===== src/rtl/cpu_ctrl_if.sv =====
// rtl/cpu_ctrl_if.sv - control unit <-> datapath / instruction memory signal bundle
interface cpu_ctrl_if;
    logic        start;
    logic [15:0] ins;
    logic        dp_done;
    logic        en_ram_out;
    logic        en_pc_pulse;
    logic [1:0]  pc_ctrl;
    logic [7:0]  offset_addr;
    logic [7:0]  offset;
    logic        en_in_rf;
    logic [3:0]  reg_en;
    logic        alu_in_sel;
    logic [3:0]  alu_func;
    logic [1:0]  rd;
    logic [1:0]  rs;
    logic        busy;
    logic        halted;
    logic        err;

    // controller side
    modport master (
        input  start, ins, dp_done,
        output en_ram_out, en_pc_pulse, pc_ctrl, offset_addr, offset, en_in_rf,
               reg_en, alu_in_sel, alu_func, rd, rs, busy, halted, err
    );

    // datapath / memory / host side
    modport slave (
        output start, ins, dp_done,
        input  en_ram_out, en_pc_pulse, pc_ctrl, offset_addr, offset, en_in_rf,
               reg_en, alu_in_sel, alu_func, rd, rs, busy, halted, err
    );
endinterface


===== src/rtl/cpu_ctrl.sv =====
// rtl/cpu_ctrl.sv - multi-cycle fetch/decode/execute control unit
module cpu_ctrl #(
    parameter int TIMEOUT = 16
) (
    input  logic        clk,
    input  logic        rst,
    cpu_ctrl_if.master  bus
);

    localparam int CW = $clog2(TIMEOUT + 1);

    typedef enum logic [3:0] {
        S_IDLE   = 4'd0,
        S_FETCH  = 4'd1,
        S_LOAD   = 4'd2,
        S_DECODE = 4'd3,
        S_EXEC   = 4'd4,
        S_WAIT   = 4'd5,
        S_WB     = 4'd6,
        S_PC_UPD = 4'd7,
        S_HALT   = 4'd8
    } state_t;

    state_t          state_q, state_d;
    logic [15:0]     ir_q, ir_d;
    logic [CW-1:0]   cnt_q, cnt_d;
    logic [CW-1:0]   cnt_inc;
    logic            err_q, err_d;

    // Outputs are decoded from the next state and registered, so every
    // strobe is glitch-free and lines up exactly with its state.
    logic            en_ram_q, en_ram_d;
    logic            en_pc_q, en_pc_d;
    logic [1:0]      pc_ctrl_q, pc_ctrl_d;
    logic            en_in_rf_q, en_in_rf_d;
    logic [3:0]      reg_en_q, reg_en_d;
    logic            alu_in_sel_q, alu_in_sel_d;
    logic [3:0]      alu_func_q, alu_func_d;
    logic            busy_q, busy_d;
    logic            halted_q, halted_d;

    logic [3:0]      op;

    assign op      = ir_q[15:12];
    assign cnt_inc = cnt_q + CW'(1);

    // Next-state logic and next values of the registered Moore outputs
    always_comb begin
        state_d      = state_q;
        ir_d         = ir_q;
        cnt_d        = cnt_q;
        err_d        = err_q;
        en_ram_d     = 1'b0;
        en_pc_d      = 1'b0;
        pc_ctrl_d    = 2'b00;
        en_in_rf_d   = 1'b0;
        reg_en_d     = 4'b0000;
        alu_in_sel_d = 1'b0;
        alu_func_d   = 4'd0;
        busy_d       = 1'b0;
        halted_d     = 1'b0;

        case (state_q)
            S_IDLE:   if (bus.start) state_d = S_FETCH;
            S_FETCH:  state_d = S_LOAD;
            S_LOAD: begin
                ir_d    = bus.ins;
                state_d = S_DECODE;
            end
            S_DECODE: begin
                case (op)
                    4'h1, 4'h2, 4'h3, 4'h4,
                    4'h5, 4'h6, 4'h7:       state_d = S_EXEC;
                    4'h0, 4'h8:             state_d = S_PC_UPD;
                    4'hF:                   state_d = S_HALT;
                    default: begin
                        // illegal opcode: flag it, then carry on as a NOP
                        err_d   = 1'b1;
                        state_d = S_PC_UPD;
                    end
                endcase
            end
            S_EXEC: begin
                cnt_d   = '0;
                state_d = S_WAIT;
            end
            S_WAIT: begin
                // completion on the last allowed cycle still counts as success
                if (bus.dp_done) begin
                    state_d = S_WB;
                end else begin
                    cnt_d = cnt_inc;
                    if (cnt_inc == CW'(TIMEOUT)) begin
                        err_d   = 1'b1;
                        state_d = S_HALT;
                    end
                end
            end
            S_WB:     state_d = S_PC_UPD;
            S_PC_UPD: state_d = S_FETCH;
            S_HALT:   state_d = S_HALT;
            default:  state_d = S_IDLE;
        endcase

        case (ir_d[15:12])
            4'h1: alu_func_d = 4'd1;
            4'h2: alu_func_d = 4'd2;
            4'h3: alu_func_d = 4'd3;
            4'h4: alu_func_d = 4'd4;
            4'h5: alu_func_d = 4'd5;
            4'h6: begin alu_func_d = 4'd1; alu_in_sel_d = 1'b1; end
            4'h7: begin alu_func_d = 4'd6; alu_in_sel_d = 1'b1; end
            default: begin alu_func_d = 4'd0; alu_in_sel_d = 1'b0; end
        endcase

        en_ram_d   = (state_d == S_FETCH);
        en_in_rf_d = (state_d == S_EXEC);
        en_pc_d    = (state_d == S_PC_UPD);
        if (state_d == S_WB)
            reg_en_d = 4'b0001 << ir_d[11:10];
        if (state_d == S_PC_UPD)
            pc_ctrl_d = (ir_d[15:12] == 4'h8) ? 2'b10 : 2'b01;
        busy_d   = (state_d != S_IDLE) && (state_d != S_HALT);
        halted_d = (state_d == S_HALT);
    end

    // State, instruction register, wait counter and registered outputs
    always_ff @(posedge clk or posedge rst) begin
        if (rst) begin
            state_q      <= S_IDLE;
            ir_q         <= 16'h0000;
            cnt_q        <= '0;
            err_q        <= 1'b0;
            en_ram_q     <= 1'b0;
            en_pc_q      <= 1'b0;
            pc_ctrl_q    <= 2'b00;
            en_in_rf_q   <= 1'b0;
            reg_en_q     <= 4'b0000;
            alu_in_sel_q <= 1'b0;
            alu_func_q   <= 4'd0;
            busy_q       <= 1'b0;
            halted_q     <= 1'b0;
        end else begin
            state_q      <= state_d;
            ir_q         <= ir_d;
            cnt_q        <= cnt_d;
            err_q        <= err_d;
            en_ram_q     <= en_ram_d;
            en_pc_q      <= en_pc_d;
            pc_ctrl_q    <= pc_ctrl_d;
            en_in_rf_q   <= en_in_rf_d;
            reg_en_q     <= reg_en_d;
            alu_in_sel_q <= alu_in_sel_d;
            alu_func_q   <= alu_func_d;
            busy_q       <= busy_d;
            halted_q     <= halted_d;
        end
    end

    assign bus.en_ram_out  = en_ram_q;
    assign bus.en_pc_pulse = en_pc_q;
    assign bus.pc_ctrl     = pc_ctrl_q;
    assign bus.offset_addr = ir_q[7:0];
    assign bus.offset      = ir_q[7:0];
    assign bus.en_in_rf    = en_in_rf_q;
    assign bus.reg_en      = reg_en_q;
    assign bus.alu_in_sel  = alu_in_sel_q;
    assign bus.alu_func    = alu_func_q;
    assign bus.rd          = ir_q[11:10];
    assign bus.rs          = ir_q[9:8];
    assign bus.busy        = busy_q;
    assign bus.halted      = halted_q;
    assign bus.err         = err_q;

endmodule


===== src/flat_wrapper.sv =====
// flat-port wrapper written by rule: the top's interface ports become plain ports
module cpu_ctrl_flat 
#(
    parameter int TIMEOUT = 16
)
  (clk, rst, bus_start, bus_ins, bus_dp_done, bus_en_ram_out, bus_en_pc_pulse, bus_pc_ctrl, bus_offset_addr, bus_offset, bus_en_in_rf, bus_reg_en, bus_alu_in_sel, bus_alu_func, bus_rd, bus_rs, bus_busy, bus_halted, bus_err);
  cpu_ctrl_if bus_i ();
  input  logic clk;
  input  logic rst;
  input wire logic [$bits(bus_i.start)-1:0] bus_start;
  input wire logic [$bits(bus_i.ins)-1:0] bus_ins;
  input wire logic [$bits(bus_i.dp_done)-1:0] bus_dp_done;
  output wire logic [$bits(bus_i.en_ram_out)-1:0] bus_en_ram_out;
  output wire logic [$bits(bus_i.en_pc_pulse)-1:0] bus_en_pc_pulse;
  output wire logic [$bits(bus_i.pc_ctrl)-1:0] bus_pc_ctrl;
  output wire logic [$bits(bus_i.offset_addr)-1:0] bus_offset_addr;
  output wire logic [$bits(bus_i.offset)-1:0] bus_offset;
  output wire logic [$bits(bus_i.en_in_rf)-1:0] bus_en_in_rf;
  output wire logic [$bits(bus_i.reg_en)-1:0] bus_reg_en;
  output wire logic [$bits(bus_i.alu_in_sel)-1:0] bus_alu_in_sel;
  output wire logic [$bits(bus_i.alu_func)-1:0] bus_alu_func;
  output wire logic [$bits(bus_i.rd)-1:0] bus_rd;
  output wire logic [$bits(bus_i.rs)-1:0] bus_rs;
  output wire logic [$bits(bus_i.busy)-1:0] bus_busy;
  output wire logic [$bits(bus_i.halted)-1:0] bus_halted;
  output wire logic [$bits(bus_i.err)-1:0] bus_err;
  assign bus_i.start = bus_start;
  assign bus_i.ins = bus_ins;
  assign bus_i.dp_done = bus_dp_done;
  assign bus_en_ram_out = bus_i.en_ram_out;
  assign bus_en_pc_pulse = bus_i.en_pc_pulse;
  assign bus_pc_ctrl = bus_i.pc_ctrl;
  assign bus_offset_addr = bus_i.offset_addr;
  assign bus_offset = bus_i.offset;
  assign bus_en_in_rf = bus_i.en_in_rf;
  assign bus_reg_en = bus_i.reg_en;
  assign bus_alu_in_sel = bus_i.alu_in_sel;
  assign bus_alu_func = bus_i.alu_func;
  assign bus_rd = bus_i.rd;
  assign bus_rs = bus_i.rs;
  assign bus_busy = bus_i.busy;
  assign bus_halted = bus_i.halted;
  assign bus_err = bus_i.err;
  cpu_ctrl #(.TIMEOUT(TIMEOUT)) u_core (.clk(clk), .rst(rst), .bus(bus_i));
endmodule

===== config.mk =====
export PLATFORM = sky130hd
export DESIGN_NAME = cpu_ctrl_flat
export DESIGN_NICKNAME = d
export VERILOG_FILES = /design/src/rtl/cpu_ctrl_if.sv /design/src/rtl/cpu_ctrl.sv /design/src/flat_wrapper.sv
export SDC_FILE = /design/constraint.sdc
export NUM_CORES = 1
export LEC_CHECK = 0
export ABC_AREA = 1
export CAP_MARGIN = 10
export CORE_ASPECT_RATIO = 1.5
export CORE_MARGIN = 2
export CORE_UTILIZATION = 30
export CTS_BUF_LIST = sky130_fd_sc_hd__clkbuf_4
export CTS_CLUSTER_SIZE = 10
export DETAILED_ROUTE_END_ITERATION = 10
export GPL_ROUTABILITY_DRIVEN = 0
export GPL_TIMING_DRIVEN = 1
export PLACE_DENSITY = 0.64
export REMOVE_ABC_BUFFERS = 1
export SLEW_MARGIN = 20
export SYNTH_ARGS = -nofsm -noshare
export SYNTH_HDL_FRONTEND = slang
export SYNTH_SLANG_ARGS = --single-unit

===== constraint.sdc =====
create_clock -name clk -period 2.9 [get_ports clk]
set_input_delay 0.58 -clock clk [delete_from_list [all_inputs] [get_ports clk]]
set_output_delay 0.58 -clock clk [all_outputs]
set_load 0.05 [all_outputs]

; ---- Yosys cells after proc, flatten, opt, wreduce, memory -nomap -nowiden
; Index checks and enable logic that the tools add are counted.
[op_classes]
n_addsub = 1
multipliers = 0
div_mod_pow = 0
n_lt_le_gt_ge = 0
eq_ne = 35
shift = 1
muxes = 17
bitwise = 0
reduce_logical = 12
[ops]
columns = cell, count
row1 = 4-bit by 3-bit == test with 1-bit output (second input constant), 15
row2 = 4-bit case mux with 9 select lines, 1
row3 = 4-bit by 2-bit == test with 1-bit output (second input constant), 6
row4 = 4-bit == test (second input constant), 5
row5 = 3-bit case mux with 6 select lines, 1
row6 = 4-bit by 1-bit == test with 1-bit output (second input constant), 4
row7 = 16-bit two-way mux, 1
row8 = 4-bit two-way mux, 4
row9 = 5-bit case mux with 2 select lines, 1
row10 = 10-bit OR reduction, 1
row11 = 4-bit zero test, 2
row12 = 4-bit case mux with 2 select lines, 1
row13 = 7-bit OR reduction, 1
row14 = 5-bit by 1-bit adder with 5-bit output (second input constant), 1
row15 = 5-bit == test (second input constant), 1
row16 = 5-bit two-way mux, 1
row17 = 1-bit two-way mux, 4
row18 = 2-bit two-way mux, 2
row19 = 2-bit != test (second input constant), 2
row20 = 4-bit != test (second input constant), 1
row21 = 4-bit AND reduction, 1
row22 = 2-bit nonzero test, 2
row23 = 4-bit nonzero test, 1
row24 = 2-bit OR reduction, 2
row25 = 5 further kinds, 5
[word_totals]
register_bits = 41
latch_bits = 0
ramBits = 0
rom_bits = 0
in_bits = 20
output_inout_bits = 37
elab_cells = 80
mem_count = 0

; ---- Logic depth before layout (Yosys ltp)
; Gate-level depths: netlist (run 1).
[depth]
depth_word = 7
mapped_depth = 10
mapped_depth_nobuf = 10

; ---- Worst setup path after synthesis (run 1)
; Ideal clock, no wire load.
[synth_path]
kind = register -> register
startpoint = register u_core.cnt_q[0]
endpoint = register u_core.en_in_rf_q (netlist: u_core.bus.en_in_rf)
setup_ns = 0.124
arrival_ns = 1.241
required_ns = 2.776
setup_slack_ns = 1.535
stages_incl_launch_ff = 9
n_path_buf = 0
period_less_slack_ns = 1.365
path_cell_list = dfrtp_1 > ha_1 > nand3_1 > nand2_1 > nand2_1 > nand3_1 > nand2_1 > nand2_4 > nor3b_2
[synth_between]
elab_chain_len = 6
[synth_rtl]
columns = element, line
row1 = start: declaration, cpu_ctrl.sv:26  ; logic [CW-1:0] cnt_q, cnt_d;
row2 = start signal: assignment, cpu_ctrl.sv:146  ; cnt_q <= cnt_d;
row3 = 5-bit by 1-bit adder with 5-bit output, cpu_ctrl.sv:45  ; assign cnt_inc = cnt_q + CW'(1);
row4 = 5-bit == test, cpu_ctrl.sv:93  ; if (cnt_inc == CW'(TIMEOUT)) begin
row5 = 4-bit two-way mux, cpu_ctrl.sv:93
row6 = 4-bit two-way mux, cpu_ctrl.sv:89  ; if (bus.dp_done) begin
row7 = 4-bit case mux with 9 select lines, cpu_ctrl.sv:63  ; case (state_q)
row8 = net u_core.state_d[2], cpu_ctrl.sv:24  ; state_t state_q, state_d;
row9 = 4-bit by 3-bit == test with 1-bit output, cpu_ctrl.sv:117  ; en_in_rf_d = (state_d == S_EXEC);
row10 = net u_core.en_in_rf_d, cpu_ctrl.sv:35  ; logic en_in_rf_q, en_in_rf_d;
row11 = end signal: assignment, cpu_ctrl.sv:151  ; en_in_rf_q <= en_in_rf_d;
row12 = end: declaration, cpu_ctrl.sv:35
; The timed path passes the listed nets, and every way through them passes these cells.
; A chain may end at the register's enable or synchronous reset.

; ---- Worst setup path after layout (run 1)
[layout_path]
startpoint = register u_core.ir_q[4]
endpoint = output bus_offset_addr[4]
[layout_lines]
columns = element, line
row1 = start: declaration, cpu_ctrl.sv:25  ; logic [15:0] ir_q, ir_d;
row2 = start signal: assignment, cpu_ctrl.sv:145  ; ir_q <= ir_d;
row3 = end: declaration, flat_wrapper.sv:16  ; output wire logic [$bits(bus_i.offset_addr)-1:0] bus_offset_addr;
; No word-level cell between the ends.

==> flow_summary_export.csv, run 1 <==
group,metric,value,unit
run_status,status,"complete, no violations",
job,maxCapViolations,0,
power_and_ir_drop,powerDensity,1261,mW/mm^2
synthesis,synth_area_leader_cell,"dfrtp_1",
power_and_ir_drop,seqPwrFrac,28.1,%
synthesis,synth_top_area_share,48.75,%
synthesis,post_synth_and_or_nand_nor_area_fraction,22.59,%
clock_network,cts_setup_buffers,0,
final_layout,nets,263,
drt,ant_nets,0,
final_layout,ff_latch_area,0.001026,sq mm
placement,hpwl,3.006,mm
sta,fmax,467.8,MHz
die,top_level_ports,57,
critical_path,start_kind,"register",
power_and_ir_drop,peakVddDrop,382.2,uV
die,start_util,30.72,%
synthesis,ys_warn_count,0,
global_route,first_global_vias,1513,
clock_network,cts.sinks,41,
global_route,grt_pass1_wl,6.513,mm
synthesis,ys_seq_area_share,48.75,%
critical_path,slowest_delay,0.82,ns
synthesis,yosys-top-cells-area,"dfrtp_1, buf_4, mux2_4",
synthesis,synth.cell_area,0.002105,sq mm
critical_path,r2r_slack,1.34,ns
global_route,antenna_found_initial,1,
die,die_w,72.39,um
sta,finalCriticalPeriod,2.138,ns
sta,rsz0062_at_grt,"false",
final_layout,nFillCells,690,
clock_network,ctsRootBufferMaster,"clkbuf_4",
critical_path,slowest_stage,"clkdlybuf4s50_1",
clock_network,clkSlewWorstSetupHoldPaths,0.12,ns
synthesis,synth_fa_ha_area_share,0.5945,%
sta,fin_worst_skew,0.01380,ns
clock_network,cts_tree,"done",
synthesis,syn_area_per_cell,10.42,sq um
synthesis,synthDistinctLibCells,29,
drt,drt_wl_total,3.969,mm
drt,drc,0,
critical_path,crit_type,"register to primary output",
power_and_ir_drop,swShare,51.32,%
critical_path,cp.required,2.32,ns
critical_path,end_kind,"primary output",
sta,setup_tns,0,ns
clock_network,cts_resized,0,
global_route,grt_max_degree,42,
placement,portBuffers,55,
synthesis,synthMuxAreaShare,7.610,%
die,die_h,106.6,um
clock_network,clockBufferDepth,2,
critical_path,worst_path_dominant_cell_family,"buffers and inverters",
die,die_area,0.007715,sq mm
clock_network,cts-htree-levels,2,
synthesis,synthFlopType,"dfrtp_1",
synthesis,synth_enable_flop_cells,0,
drt,wire_per_inst,12.33,um
power_and_ir_drop,leakage,1.223,nW
drt,vias_per_cell,4.488,
drt,dr.pass1.iters,4,
clock_network,cts_hold_buf,0,
power_and_ir_drop,internal-power,1.612,mW
final_layout,multi_input_area,783.3,sq um
worst_hold_path,hold_path.class,"register to register",
die,rows,37,
critical_path,crit_chain,"clkdlybuf4s50_1",
synthesis,synth_top_family_by_area,"simple AND/OR/NAND/NOR gates",
critical_path,worstPathArrival,1.56,ns
final_layout,drive_gt1_share,23.05,%
sta,final-max-slew-violation-count,0,
sta,fin_crit_sh,73.72,%
sta,slew_headroom,66.12,%
critical_path,crit_fanout,3,
clock_network,clk_latency,0.35,ns
sta,max_slew.worst_pin.slew,0.5082,ns
synthesis,synthCells,202,
synthesis,async_flop_share,100.0,%
global_route,grt-ovfl-total,0,
drt,num_vias,1445,
synthesis,synth_compound_area_share,5.826,%
drt,drt_iter0_drc,34,
power_and_ir_drop,switchingPower,1.699,mW
synthesis,synth_xor_xnor_area_share,0.4162,%
sta,hold_viol,0,
synthesis,synth_seq_cells,41,
die,core,0.006852,sq mm
global_route,grtUsageTotal,10.90,%
power_and_ir_drop,pwr-share-clk,8.7,%
power_and_ir_drop,combPwrFrac,63.2,%
final_layout,fin_util,38.31,%
sta,setup_viol,0,
final_layout,area_delta_synth_final,24.73,%
clock_network,cts_made_buffers,5,
critical_path,critical_path_buf_inv_count,1,
## cell usage in the layout (no fill, tap or decap)
cell type / instances
o21ai_0: 5
conb_1: 1
o221ai_1: 2
buf_4: 1
dfrtp_1: 41
nor2_1: 12
ha_1: 1
nor3_2: 1
nand3_1: 12
nor3b_2: 1
mux2i_1: 1
clkinvlp_4: 3
o21ai_2: 1
nand2_2: 5
nand4_1: 3
clkbuf_4: 5
diode_2: 1
mux2_4: 10
inv_1: 20
o21ai_4: 2
nand4_2: 1
a21oi_1: 4
nor2_2: 6
nand2_4: 7
a211oi_2: 1
inv_2: 6
nor2_4: 3
o22ai_1: 1
clkdlybuf4s50_1: 55
xnor2_1: 1
nand2_1: 28
nand3_2: 3
## final cells by class
type,count,area share [%]
antenna,1,0.09533
clock inverter,3,0.8580
tap,78,3.718
sequential,41,39.08
inverter,26,3.718
clock buffer,5,1.430
multi-input combinational,112,29.84
timing repair buffer,56,21.26
## flip-flops by register name, indices dropped and copies added, names as in the netlist, 2 cells and up
register             count
u_core.bus.reg_en        4
u_core.state_q           4
u_core.ir_q             16
u_core.cnt_q             5
u_core.bus.pc_ctrl       2
u_core.bus.alu_func      3
## tightest hold or removal path, cell delays in order, from the launching register on
cell     delay (ns)
dfrtp_1        0.37
inv_1          0.04
nand2_1        0.05
## through the flow
stage               cells  setup slack, ns  total power, mW  hold slack [ns]  cell area, sq um
floorplan             179            1.374            2.473           0.4968              1907
global placement      313            1.132            3.027           0.4666              2562
detailed placement    313            1.127            3.062           0.4592              2562
CTS                   321           0.7347            3.359           0.4900              2623
global route          322           0.6873            3.517           0.5387              2625
finish                322           0.7622            3.311           0.4878              2625
## logic make-up after synthesis
logic type                 after synthesis
AOI/OAI and AO/OA                       16
xor gates and xnor gates                 1
adders and majority gates                1
buffers and inverters                   49
DFF                                     41
muxes                                   11
other                                    1
and+or+nand+nor                         82
## power by group through the flow
stage | clock, mW | combinational [mW] | sequential [mW]
2_1_floorplan | 0 | 0.878 | 1.60
5_1_grt | 0.331 | 2.22 | 0.961
4_1_cts | 0.306 | 2.12 | 0.935
3_3_place_gp | 0 | 2.09 | 0.934
3_5_place_dp | 0 | 2.12 | 0.945
6_report | 0.288 | 2.09 | 0.931
## final timing paths
| check | from | to | depth (start not counted) |
|---|---|---|---|
| worst max-delay path | u_core.ir_q[4] | bus_offset_addr[4] | 1 |
| worst min-delay path | u_core.bus.err | u_core.bus.err | 2 |
| worst max register to register | u_core.state_q[1] | u_core.bus.busy | 8 |
| worst min register to register | u_core.bus.err | u_core.bus.err | 2 |
| max in group asynchronous | rst | u_core.state_q[3] | 3 |
| min in group asynchronous | rst | u_core.ir_q[13] | 3 |
## synthesized netlist by cell type (3+ instances only)
| cell | count |
|---|---|
| dfrtp_1 | 41 |
| nand2_1 | 28 |
| buf_4 | 21 |
| inv_1 | 20 |
| nand3_1 | 12 |
| nor2_1 | 12 |
| mux2_4 | 10 |
| nand2_4 | 7 |
| inv_2 | 6 |
| nor2_2 | 6 |
| nand2_2 | 5 |
| o21ai_0 | 5 |
| a21oi_1 | 4 |
| nand3_2 | 3 |
| nand4_1 | 3 |
| nor2_4 | 3 |
## per-layer routing
metal	wire [um]	global-route usage, %	share of wire [%]
met5	0	0	0
met1	1546	10.74	39
met3	213	2.914	5.4
met2	2121	20.12	53
met4	87	5.820	2.2
Note: power is estimated with default switching activity, not from simulation.
==> run 2, diff against run 1 <==
==> constraint.sdc (replaced) <==
create_clock -name clk -period 2.03 [get_ports clk]
set_input_delay 0.406 -clock clk [delete_from_list [all_inputs] [get_ports clk]]
set_output_delay 0.406 -clock clk [all_outputs]
set_load 0.05 [all_outputs]
==> run 2 against run 1 <==
Flip-flop and latch count stayed put. Combinational power increased by 44%. Count of clock-buffer cells in the layout did not move. Global-route usage rose by 0.15 points. First-iteration DRC count up 53%. Via count barely moved. Worst setup slack lost 0.70 ns. Clock power up 120%. Critical endpoint is now bus_offset_addr[6].
==> flow_summary_export.csv, run 2 (synthesized netlist as in run 1, its figures left out) <==
group,metric,value,unit
power_and_ir_drop,leakage,1.273,nW
global_route,first_global_vias,1479,
sta,setup_tns,0,ns
die,start_util,30.72,%
clock_network,ctsRootBufferMaster,"clkbuf_4",
critical_path,crit_type,"register to primary output",
final_layout,final_common_cell,"clkdlybuf4s50_1",
drt,drt_iter0_drc,52,
critical_path,r2r_slack,0.45,ns
die,die_area,0.007715,sq mm
critical_path,worst_path_dominant_cell_family,"buffers and inverters",
critical_path,end_kind,"primary output",
critical_path,critical_path_buf_inv_count,1,
critical_path,rr_startpoint,"u_core.state_q[3]",
final_layout,nets,263,
clock_network,cts_tree,"done",
sta,slew_headroom,66.01,%
sta,final-max-slew-violation-count,0,
sta,finalCriticalPeriod,1.965,ns
die,core,0.006852,sq mm
drt,drc,0,
power_and_ir_drop,peakVddDrop,613.9,uV
run_status,status,"complete, no violations",
sta,hold_viol,0,
clock_network,clkSlewWorstSetupHoldPaths,0.12,ns
die,die_h,106.6,um
die,rows,37,
final_layout,final_cell_mix,"clkdlybuf4s50_1, dfrtp_1, nand2_1, inv_1",
sta,fin_worst_skew,0.002610,ns
final_layout,area_delta_synth_final,26.99,%
clock_network,cts_made_buffers,5,
clock_network,cts_setup_buffers,0,
sta,rsz0062_at_grt,"false",
critical_path,r2r_cells,8,
drt,dr.pass1.iters,4,
final_layout,largest_register,"u_core.ir_q",
sta,fin_crit_sh,96.79,%
sta,max_slew.worst_pin.slew,0.5083,ns
drt,num_vias,1444,
critical_path,r2r_end,"u_core.bus.pc_ctrl[0]",
placement,postPlaceCellArea,0.002562,sq mm
clock_network,cts_resized,0,
global_route,grt_pass1_wl,6.582,mm
critical_path,cp.required,1.62,ns
critical_path,start_kind,"register",
clock_network,clockBufferDepth,2,
final_layout,drive_gt1_share,23.05,%
critical_path,slowest_delay,0.82,ns
final_layout,largest_reg_flops,16,
drt,vias_per_cell,4.484,
global_route,grt_max_degree,42,
placement,hpwl,2.947,mm
clock_network,clk_latency,0.35,ns
drt,ant_nets,0,
critical_path,worstPathArrival,1.56,ns
sta,setup_viol,0,
critical_path,crit_chain,"clkdlybuf4s50_1",
clock_network,cts.sinks,41,
critical_path,crit_fanout,3,
global_route,grtUsageTotal,11.04,%
placement,portBuffers,55,
worst_hold_path,hold_path.class,"primary input to async pin",
global_route,grt-ovfl-total,0,
drt,wire_per_inst,12.05,um
job,maxCapViolations,0,
die,die_w,72.39,um
clock_network,cts_hold_buf,0,
critical_path,slowest_stage,"clkdlybuf4s50_1",
final_layout,nFillCells,704,
final_layout,stdcell_area,0.002673,sq mm
global_route,antenna_found_initial,1,
power_and_ir_drop,powerDensity,1860,mW/mm^2
die,top_level_ports,57,
sta,fmax,508.9,MHz
drt,drt_wl_total,3.881,mm
clock_network,cts-htree-levels,2,
final_layout,reg.largest.list,"u_core.ir_q: 16 flops, u_core.cnt_q: 5 flops",
-- run 2: changes by cell type in the layout (fill, tap and decap cells not counted) --
cell	delta
dlymetal6s2s_1	+2
bufinv_16	+2
clkinvlp_4	-3
clkdlybuf4s50_1	-2
clkinv_2	+1
-- run 2: routing by layer --
| metal | global-route usage, % | routed length [um] | share of wire [%] | vias to the layer above |
|---|---|---|---|---|
| met1 | 12.87 | 1615 | 42 | 686 |
| met4 | 5.952 | 72 | 1.9 | 0 |
| met3 | 2.538 | 172 | 4.4 | 4 |
| met2 | 18.48 | 2020 | 52 | 44 |
| li1 | - | - | - | 710 |
| met5 | 0 | 0 | 0 | - |
-- run 2: final cells by class --
class                   instances  area [sq um]  area share, %
flip-flops and latches         41          1026          38.39
multi-input cells             112         783.3          29.31
inverters                      26         97.59          3.652
diodes                          1         2.502        0.09363
clock inverters                 3         65.06          2.434
well taps                      78         97.59          3.652
clock buffers                   5         37.54          1.404
repair buffers                 56         563.0          21.07
-- run 2: power breakdown --
part           internal, mW  switching, mW
Sequential             1.11          0.215
Combinational          1.05           1.94
Clock                 0.381          0.265
Total                  2.55           2.42
-- run 2: worst max-delay path by stage --
stage                            startpoint                     to  slack (ns)  cells past startpoint
final                        u_core.ir_q[6]     bus_offset_addr[6]        0.07                      1
after floorplan           u_core.state_q[1]        u_core.bus.busy        0.62                      8
after global placement          bus_dp_done    u_core.bus.en_in_rf        0.43                      6
after detailed placement        bus_dp_done  u_core.bus.pc_ctrl[0]        0.42                      7
after global routing         u_core.ir_q[6]     bus_offset_addr[6]        0.01                      1
after CTS                    u_core.ir_q[4]          bus_offset[4]        0.04                      1
-- run 2: metrics by stage --
step	power [mW]	hold slack (ns)	utilization [%]	worst slack, ns	instances
2_1_floorplan	3.533	0.4968	-	0.6163	179
3_3_place_gp	4.324	0.4656	37.40	0.4287	313
3_5_place_dp	4.375	0.4689	37.40	0.4196	313
4_1_cts	5.034	0.4844	38.90	0.03759	321
5_1_grt	5.273	0.5266	39.01	0.01486	322
6_report	4.972	0.4800	39.01	0.06512	322
